$ cat src/rtl/button_conditioner.sv
// Confirm-button and mode-switch front end: 2-flop sync, debounce, press/long-press pulses, stable mode_sel.
// Optional long-press detection is compiled in when LONG_PRESS_EN is defined; otherwise long_pulse is tied 0.
module button_conditioner #(
    parameter int CLK_HZ      = 100_000_000,
    parameter int DEBOUNCE_MS = 20,
    parameter int LONG_MS     = 1000
) (
    input  logic       clk,
    input  logic       rst_n,
    input  logic       btn_raw,
    input  logic [3:0] sw_raw,
    output logic       btn_pulse,
    output logic       btn_level,
    output logic [3:0] mode_sel,
    output logic       mode_valid,
    output logic [3:0] mode_at_press,
    output logic       long_pulse
);
    localparam int DB_CYCLES   = CLK_HZ / 1000 * DEBOUNCE_MS;
    localparam int LONG_CYCLES = CLK_HZ / 1000 * LONG_MS;
    localparam int MAX_CYCLES  = (DB_CYCLES > LONG_CYCLES) ? DB_CYCLES : LONG_CYCLES;
    localparam int CW          = $clog2(MAX_CYCLES) + 1;
    localparam logic [CW-1:0] DB_LAST = CW'(DB_CYCLES - 1);

    typedef enum logic [1:0] {
        IDLE,
        PRESS_WAIT,
        HELD,
        RELEASE_WAIT
    } btn_state_t;

    function automatic logic valid_mode(input logic [3:0] m);
        case (m)
            4'b0001, 4'b0010, 4'b0100, 4'b1000, 4'b1111: valid_mode = 1'b1;
            default:                                     valid_mode = 1'b0;
        endcase
    endfunction

    logic       btn_m, btn_s;
    logic [3:0] sw_m, sw_s;
    logic [1:0] sync_fill;
    logic       armed;

    // sync_fill marks when btn_s carries real pin data rather than the reset fill,
    // so a button held through reset is never mistaken for a release.
    // NOTE: every clocked block uses non-blocking assignments so all flops update from pre-edge values.
    always_ff @(posedge clk or negedge rst_n) begin
        if (!rst_n) begin
            btn_m     <= 1'b0;
            btn_s     <= 1'b0;
            sw_m      <= 4'd0;
            sw_s      <= 4'd0;
            sync_fill <= 2'b00;
            armed     <= 1'b0;
        end else begin
            btn_m     <= btn_raw;
            btn_s     <= btn_m;
            sw_m      <= sw_raw;
            sw_s      <= sw_m;
            sync_fill <= {sync_fill[0], 1'b1};
            if (sync_fill[1] && !btn_s) armed <= 1'b1;
        end
    end

    btn_state_t    state, state_nxt;
    logic [CW-1:0] cnt, cnt_nxt;
    logic          press_evt;
    logic          pulse_pend;

`ifdef LONG_PRESS_EN
    localparam logic [CW-1:0] LONG_CNT  = CW'(LONG_CYCLES);
    localparam logic [CW-1:0] LONG_LAST = CW'(LONG_CYCLES - 1);
    logic long_evt, long_done, long_pend;
`endif

    // NOTE: all always_comb outputs take a default first so no path can infer a latch.
    always_comb begin
        state_nxt = state;
        cnt_nxt   = cnt;
        press_evt = 1'b0;
`ifdef LONG_PRESS_EN
        long_evt  = 1'b0;
`endif
        case (state)
            IDLE: begin
                if (btn_s && armed) begin
                    state_nxt = PRESS_WAIT;
                    cnt_nxt   = '0;
                end
            end
            PRESS_WAIT: begin
                if (!btn_s) begin
                    state_nxt = IDLE;
                end else if (cnt == DB_LAST) begin
                    state_nxt = HELD;
                    press_evt = 1'b1;
`ifdef LONG_PRESS_EN
                    cnt_nxt   = cnt + 1'b1;
`endif
                end else begin
                    cnt_nxt = cnt + 1'b1;
                end
            end
            HELD: begin
                if (!btn_s) begin
                    state_nxt = RELEASE_WAIT;
                    cnt_nxt   = '0;
                end
`ifdef LONG_PRESS_EN
                else if (cnt < LONG_CNT) begin
                    cnt_nxt  = cnt + 1'b1;
                    long_evt = (cnt == LONG_LAST) && !long_done;
                end
`endif
            end
            RELEASE_WAIT: begin
                // A release bounce returns to HELD without a new press event.
                if (btn_s) begin
                    state_nxt = HELD;
                    cnt_nxt   = '0;
                end else if (cnt == DB_LAST) begin
                    state_nxt = IDLE;
                end else begin
                    cnt_nxt = cnt + 1'b1;
                end
            end
            default: state_nxt = IDLE;
        endcase
    end

    always_ff @(posedge clk or negedge rst_n) begin
        if (!rst_n) begin
            state         <= IDLE;
            cnt           <= '0;
            pulse_pend    <= 1'b0;
            btn_pulse     <= 1'b0;
            btn_level     <= 1'b0;
            mode_at_press <= 4'd0;
        end else begin
            state      <= state_nxt;
            cnt        <= cnt_nxt;
            pulse_pend <= press_evt;
            btn_pulse  <= pulse_pend;
            btn_level  <= (state == HELD) || (state == RELEASE_WAIT);
            // Captures the pre-update mode_sel when a switch change lands in the same cycle.
            if (pulse_pend) mode_at_press <= mode_sel;
        end
    end

`ifdef LONG_PRESS_EN
    always_ff @(posedge clk or negedge rst_n) begin
        if (!rst_n) begin
            long_done  <= 1'b0;
            long_pend  <= 1'b0;
            long_pulse <= 1'b0;
        end else begin
            long_pend  <= long_evt;
            long_pulse <= long_pend;
            if (long_evt) long_done <= 1'b1;
            else if (state == IDLE) long_done <= 1'b0;
        end
    end
`else
    assign long_pulse = 1'b0;
`endif

    logic [3:0]    sw_cand;
    logic [CW-1:0] swc;

    always_ff @(posedge clk or negedge rst_n) begin
        if (!rst_n) begin
            sw_cand    <= 4'd0;
            swc        <= '0;
            mode_sel   <= 4'd0;
            mode_valid <= 1'b0;
        end else if (sw_s != sw_cand) begin
            sw_cand <= sw_s;
            swc     <= '0;
        end else if (swc != DB_LAST) begin
            swc <= swc + 1'b1;
        end else begin
            mode_sel   <= sw_cand;
            mode_valid <= valid_mode(sw_cand);
        end
    end

endmodule

$ cat config.mk
export PLATFORM = sky130hd
export DESIGN_NAME = button_conditioner
export DESIGN_NICKNAME = d
export VERILOG_FILES = /design/src/rtl/button_conditioner.sv
export SDC_FILE = /design/constraint.sdc
export NUM_CORES = 1
export LEC_CHECK = 0
export ABC_AREA = 1
export BUFFER_PORTS_ARGS = -buffer_cell sky130_fd_sc_hd__clkbuf_2
export CORE_UTILIZATION = 37
export DETAILED_ROUTE_END_ITERATION = 12
export PLACE_DENSITY_LB_ADDON = 0.08
export RECOVER_POWER = 25
export SLEW_MARGIN = 0
export SYNTH_ARGS = -nofsm -noshare
export SYNTH_HDL_FRONTEND = slang
export SYNTH_SLANG_ARGS = --single-unit
$ cat constraint.sdc
create_clock -name clk -period 2.2 [get_ports clk]
set_input_delay 0.22 -clock clk [delete_from_list [all_inputs] [get_ports clk]]
set_output_delay 0.22 -clock clk [all_outputs]
set_load 0.01 [all_outputs]
Word level (Yosys, flattened, before mapping)
Index checks and enable logic that the tools add are counted.
{"block": "classes", "n_addsub": 2, "mul": 0, "div": 0, "order_cmp": 0, "n_eq_ne": 16, "n_shift": 0, "muxes": 19, "bitwise_logic": 2, "n_reduce_logical": 10}
{"op": "$mux 28", "count": 7}
{"op": "$pmux 28 s4", "count": 1}
{"op": "$add 28x1->28 const B", "count": 2}
{"op": "$eq 28x21->1 const B", "count": 1}
{"op": "$ne 28x21->1 const B", "count": 1}
{"op": "$mux 2", "count": 6}
{"op": "$eq 4x4->1 const B", "count": 2}
{"op": "$pmux 2 s4", "count": 1}
{"op": "$ne 2x2->1 const B", "count": 3}
{"op": "$ne 3x3->1 const B", "count": 2}
{"op": "$reduce_or 5->1", "count": 1}
{"op": "$eq 2x2->1 const B", "count": 2}
{"op": "$eq 4x1->1 const B", "count": 1}
{"op": "$eq 4x2->1 const B", "count": 1}
{"op": "$eq 4x3->1 const B", "count": 1}
{"op": "$mux 1", "count": 4}
{"op": "$ne 4x4->1", "count": 1}
{"op": "$reduce_and 4->1", "count": 1}
{"op": "$reduce_and 3->1", "count": 1}
{"op": "$eq 2x1->1 const B", "count": 1}
{"op": "$logic_and 1x1->1", "count": 2}
{"op": "$logic_not 2->1", "count": 1}
{"op": "$not 1->1", "count": 2}
{"op": "$reduce_and 2->1", "count": 1}
{"op": "3 further kinds", "count": 3}
{"block": "word_totals", "ff_bits": 87, "latchBits": 0, "ram_bits": 0, "romBits": 0, "word_cells": 65, "mem_count": 0}

Depth between registers and ports, before layout
{"block": "depth", "word_depth": 4, "ltp_mapped": 11}

Worst setup path after synthesis
No wires, ideal clock.
{"block": "synth_path", "path_kind": "register to register", "startpoint": "register swc[0]", "endpoint": "register mode_sel[3]", "arrival_time_ns": 1.456, "t_required_ns": 2.083, "slack_ns": 0.628, "stages_incl_launch_ff": 10, "synth_period_minus_slack_ns": 1.572, "cell_sequence": "dfrtp_1 > ha_1 > nand3_1 > nor4_1 > nand3_1 > nor2_4 > nand2_2 > buf_6 > nand2_1 > nand2_1"}
{"block": "synth_via", "elab_chain_cells": 3}
{"item": "start: declaration", "line": "168", "rtl": "logic [CW-1:0] swc;"}
{"item": "start signal: assignment", "line": "180", "rtl": "swc <= swc + 1'b1;"}
{"item": "$ne 28x21->1", "line": "179", "rtl": "end else if (swc != DB_LAST) begin"}
{"item": "$not 1->1 (no source line)"}
{"item": "$reduce_and 2->1 (no source line)"}
{"item": "end signal: assignment", "line": "182", "rtl": "mode_sel <= sw_cand;"}
{"item": "end: declaration", "line": "14", "rtl": "output logic [3:0] mode_sel,"}
Every way passes these cells.
A chain may end at the register's enable or synchronous reset.

Final worst setup path
{"block": "layout_path", "startpoint": "register cnt[0]", "endpoint": "register cnt[25]"}
{"block": "layout_via", "elab_chain_cells": 4, "elab_cells_between_ends": 6, "classes_between": "add/sub (1); eq/ne (1); mux (4)"}
{"item": "start: declaration", "line": "66", "rtl": "logic [CW-1:0] cnt, cnt_nxt;"}
{"item": "start signal: assignment", "line": "141", "rtl": "cnt <= cnt_nxt;"}
{"item": "$add 28x1->28 / $eq 28x21->1 (equally long branches)"}
{"item": "$mux 28 *", "line": "94, 121"}
{"item": "$mux 28 (on tied branches)", "line": "118, 92"}
{"item": "$pmux 28 s4 *", "line": "84", "rtl": "case (state)"}
Mark *: on every way between the ends. The rest lies on a longest branch, timed or not. The select of a mux whose other input is x is not followed.

==> run summary <==
post-route DRC violation count - 0
most used routing layer - met2
register bit total from synthesis - 87
adder-cell share of the synthesized area - 0.00517
Crit. End Element - flop
CTS tree - yes
Clock Tree Buf Depth - 2
cells along the critical path - ha_1 > nand2_2 > nor2_4 > nand2_2 > nor2_4 > nand4_4 > nand2_2 > nor2_1 > nor2_1 > nor2_1
Post-synth ARST share - 1.00
commonest non-fill, non-tap cell in the layout - nand2_1
largest net degree at the start of global routing - 47
first-pass GRT wire length - 19200 um
most frequent cells in the layout - nand2_1 (153), nor2_1 (99), dfrtp_1 (87)
grt total ovfl - 0
Rows - 41
RSZ-0062 raised after global routing - no
Worst Tran Pin Value - 1.08 ns
DR vias/cell - 4.79
Net Count, Synth - 638
Die H - 116 um
dpl hpwl - 8250 um
Pwr Density - 632 nW/um^2
Final Util - 0.429
GRT Util Overall - 0.186
fraction of synthesized area in multiplexers - 0.00931
post-route ant nets - 0
Hold Path Class - flop to flop
Final Hold Viols - 0
routing usage on met1 - 0.232
synth unique cells - 41
kind of cell adding the most delay to the critical path - simple AND/OR/NAND/NOR gates
CTS sink cnt - 87
startpoint types - flop
synth warn - 0
Synth Instances - 629
Hold Slack - 0.337 ns
syn_area_per_cell - 7.69 um^2
CP bufs+invs - 0
fill count - 1322
DRT iter0 DRCs - 208
clk_lat worst skew - 0.35 ns
Ports - 19
Total Nets Final - 662
Top FF cell, synth - dfrtp_1
final wirelength - 11200 um
Period Utilization, post-route - 0.865
Starting Density - 0.382
H-tree levels - 3
Final min period - 1.90 ns
Port Buffers - 17
Setup TNS Final - 0 ns
largest family of logic cells by synthesized area - simple AND/OR/NAND/NOR gates
TritonRoute pass-1 iters - 5
Max IR drop VDD - 0.000475 V
fraction of the mapped netlist area in simple logic gates - 0.335
EDFF count, synth - 0
Tot Pwr - 3.44 mW
post-synthesis sequential area ratio - 0.450
Vias - 3970
die outline area - 13500 um^2
initial antenna violation count - 0
CP arrival - 2.14 ns
Slew headroom - 0.278
met3 Track Usage GR - 0.0503
leakage power total - 2.52 nW
Synth Area in Compound Gates - 0.0752
Final Skew - 0.0107 ns
pre-CTS setup slack - 0.296 ns
CP peak stage delay - 0.39 ns
Post-CTS Resized - 0
Final WS setup - 0.298 ns
GP Congestion - 0.892
layout cells sized above 1 - 0.117
vias in the first global route - 3952
CORE AREA - 12700 um^2
Max Cap Viol - 0
Final Max Tran Viols - 0
area of the mapped netlist - 4840 um^2
crit path kind - flop to flop
Chip Width - 116 um
DR WL/cell - 13.5 um
Worst path slowest cell - dfrtp_1
clock root cell - clkbuf_16
outcome - completed
Post-Synth XOR/XNOR Area - 0.0398
Max FO, Critical Path - 13
clock transition at the registers of the reported paths - 0.07 ns
WP data required - 2.43 ns
CTS buffer count - 9
area grow syn2layout - 12.4%
Setup-failing EPs final - 0
fmax - 0.526 GHz
GR Util met2 - 0.312
antenna cells - 0
[through the flow]
step | std cells | area [um^2]
after floorplan | 629 | 4840
after global placement | 808 | 5100
after detailed placement | 808 | 5100
after CTS | 828 | 5440
after global routing | 828 | 5440
final | 828 | 5440
[routing by layer]
| metal | share of wire | up-vias | routed length [um] |
|---|---|---|---|
| met5 | 0 | - | 0 |
| met4 | 0.018 | 0 | 199 |
| met3 | 0.028 | 14 | 316 |
| met2 | 0.47 | 53 | 5260 |
| met1 | 0.48 | 1849 | 5390 |
| li1 | - | 2054 | - |
[sequential cells by signal, indices dropped and copies added (netlist names), named ones only]
register and flops:
state 1, btn_s 1, cnt 28, swc 28
mode_sel 4, btn_m 1, armed 1, mode_at_press 4
sw_s 4, btn_pulse 1, sw_m 4, pulse_pend 1
sw_cand 4, btn_level 1, sync_fill 2, mode_valid 1
[cell type report]
class	count	area (um^2)	share of cell area
Clock inverter	4	55.1	0.0101
Multi-Input combinational cell	448	2260	0.415
Clock buffer	10	229	0.0421
Inverter	76	287	0.0527
Tap cell	172	215	0.0396
Timing Repair Buffer	31	218	0.0400
Sequential cell	87	2180	0.400
[logic make-up after synthesis]
| kind of cell | count (synthesis) |
|---|---|
| simple gates | 357 |
| mux | 4 |
| flops | 87 |
| buf+inv | 94 |
| other cells | 2 |
| fa+ha+maj | 2 |
| xor+xnor | 22 |
| compound gates | 61 |
[final timing paths]
check / from / to / slack [ns] / cells past startpoint
hold / removal: btn_m / btn_s / 0.34 / 0
max in group asynchronous: rst_n / cnt[26] / 0.79 / 3
setup / recovery: cnt[0] / cnt[25] / 0.30 / 10
setup reg to reg: cnt[0] / cnt[25] / 0.30 / 10
min in group asynchronous: rst_n / mode_sel[3] / 0.61 / 2
hold reg to reg: btn_m / btn_s / 0.34 / 0
[report_power, final]
| part | leakage, nW | total, mW | switching [mW] | internal, mW |
|---|---|---|---|---|
| Combinational | 1.21 | 0.247 | 0.169 | 0.0778 |
| Sequential | 1.17 | 1.67 | 0.0348 | 1.64 |
| Clock | 0.135 | 1.52 | 0.642 | 0.876 |
[cell usage after synthesis, types with 2 or more instances]
library cell    n  area share
nand2_1       153        0.12
nor2_1         99       0.077
dfrtp_1        87        0.45
inv_1          72       0.056
nand3_1        32       0.033
o21ai_0        24       0.025
xor2_1         19       0.034
a21oi_1        17       0.018
nand4_1        16       0.021
nor3_1         16       0.017
nand2_2         9       0.012
o2111ai_1       9       0.016
clkbuf_1        7      0.0054
nor2_2          7      0.0090
nor2_4          7       0.016
nand3_2         6       0.012
nor4_1          6      0.0078
buf_6           5       0.012
mux2_2          4      0.0093
buf_4           3      0.0047
o21ai_1         3      0.0031
xnor2_1         3      0.0054
a31oi_1         2      0.0026
buf_2           2      0.0021
conb_1          2      0.0016
ha_1            2      0.0052
inv_2           2      0.0016
o31ai_1         2      0.0031
[what timing repair did]
item,CTS,global route
endpoints found under the hold margin,46,0
buffers inserted,0,0
hold buffers,6,0
(Power assumes the default switching activity.)
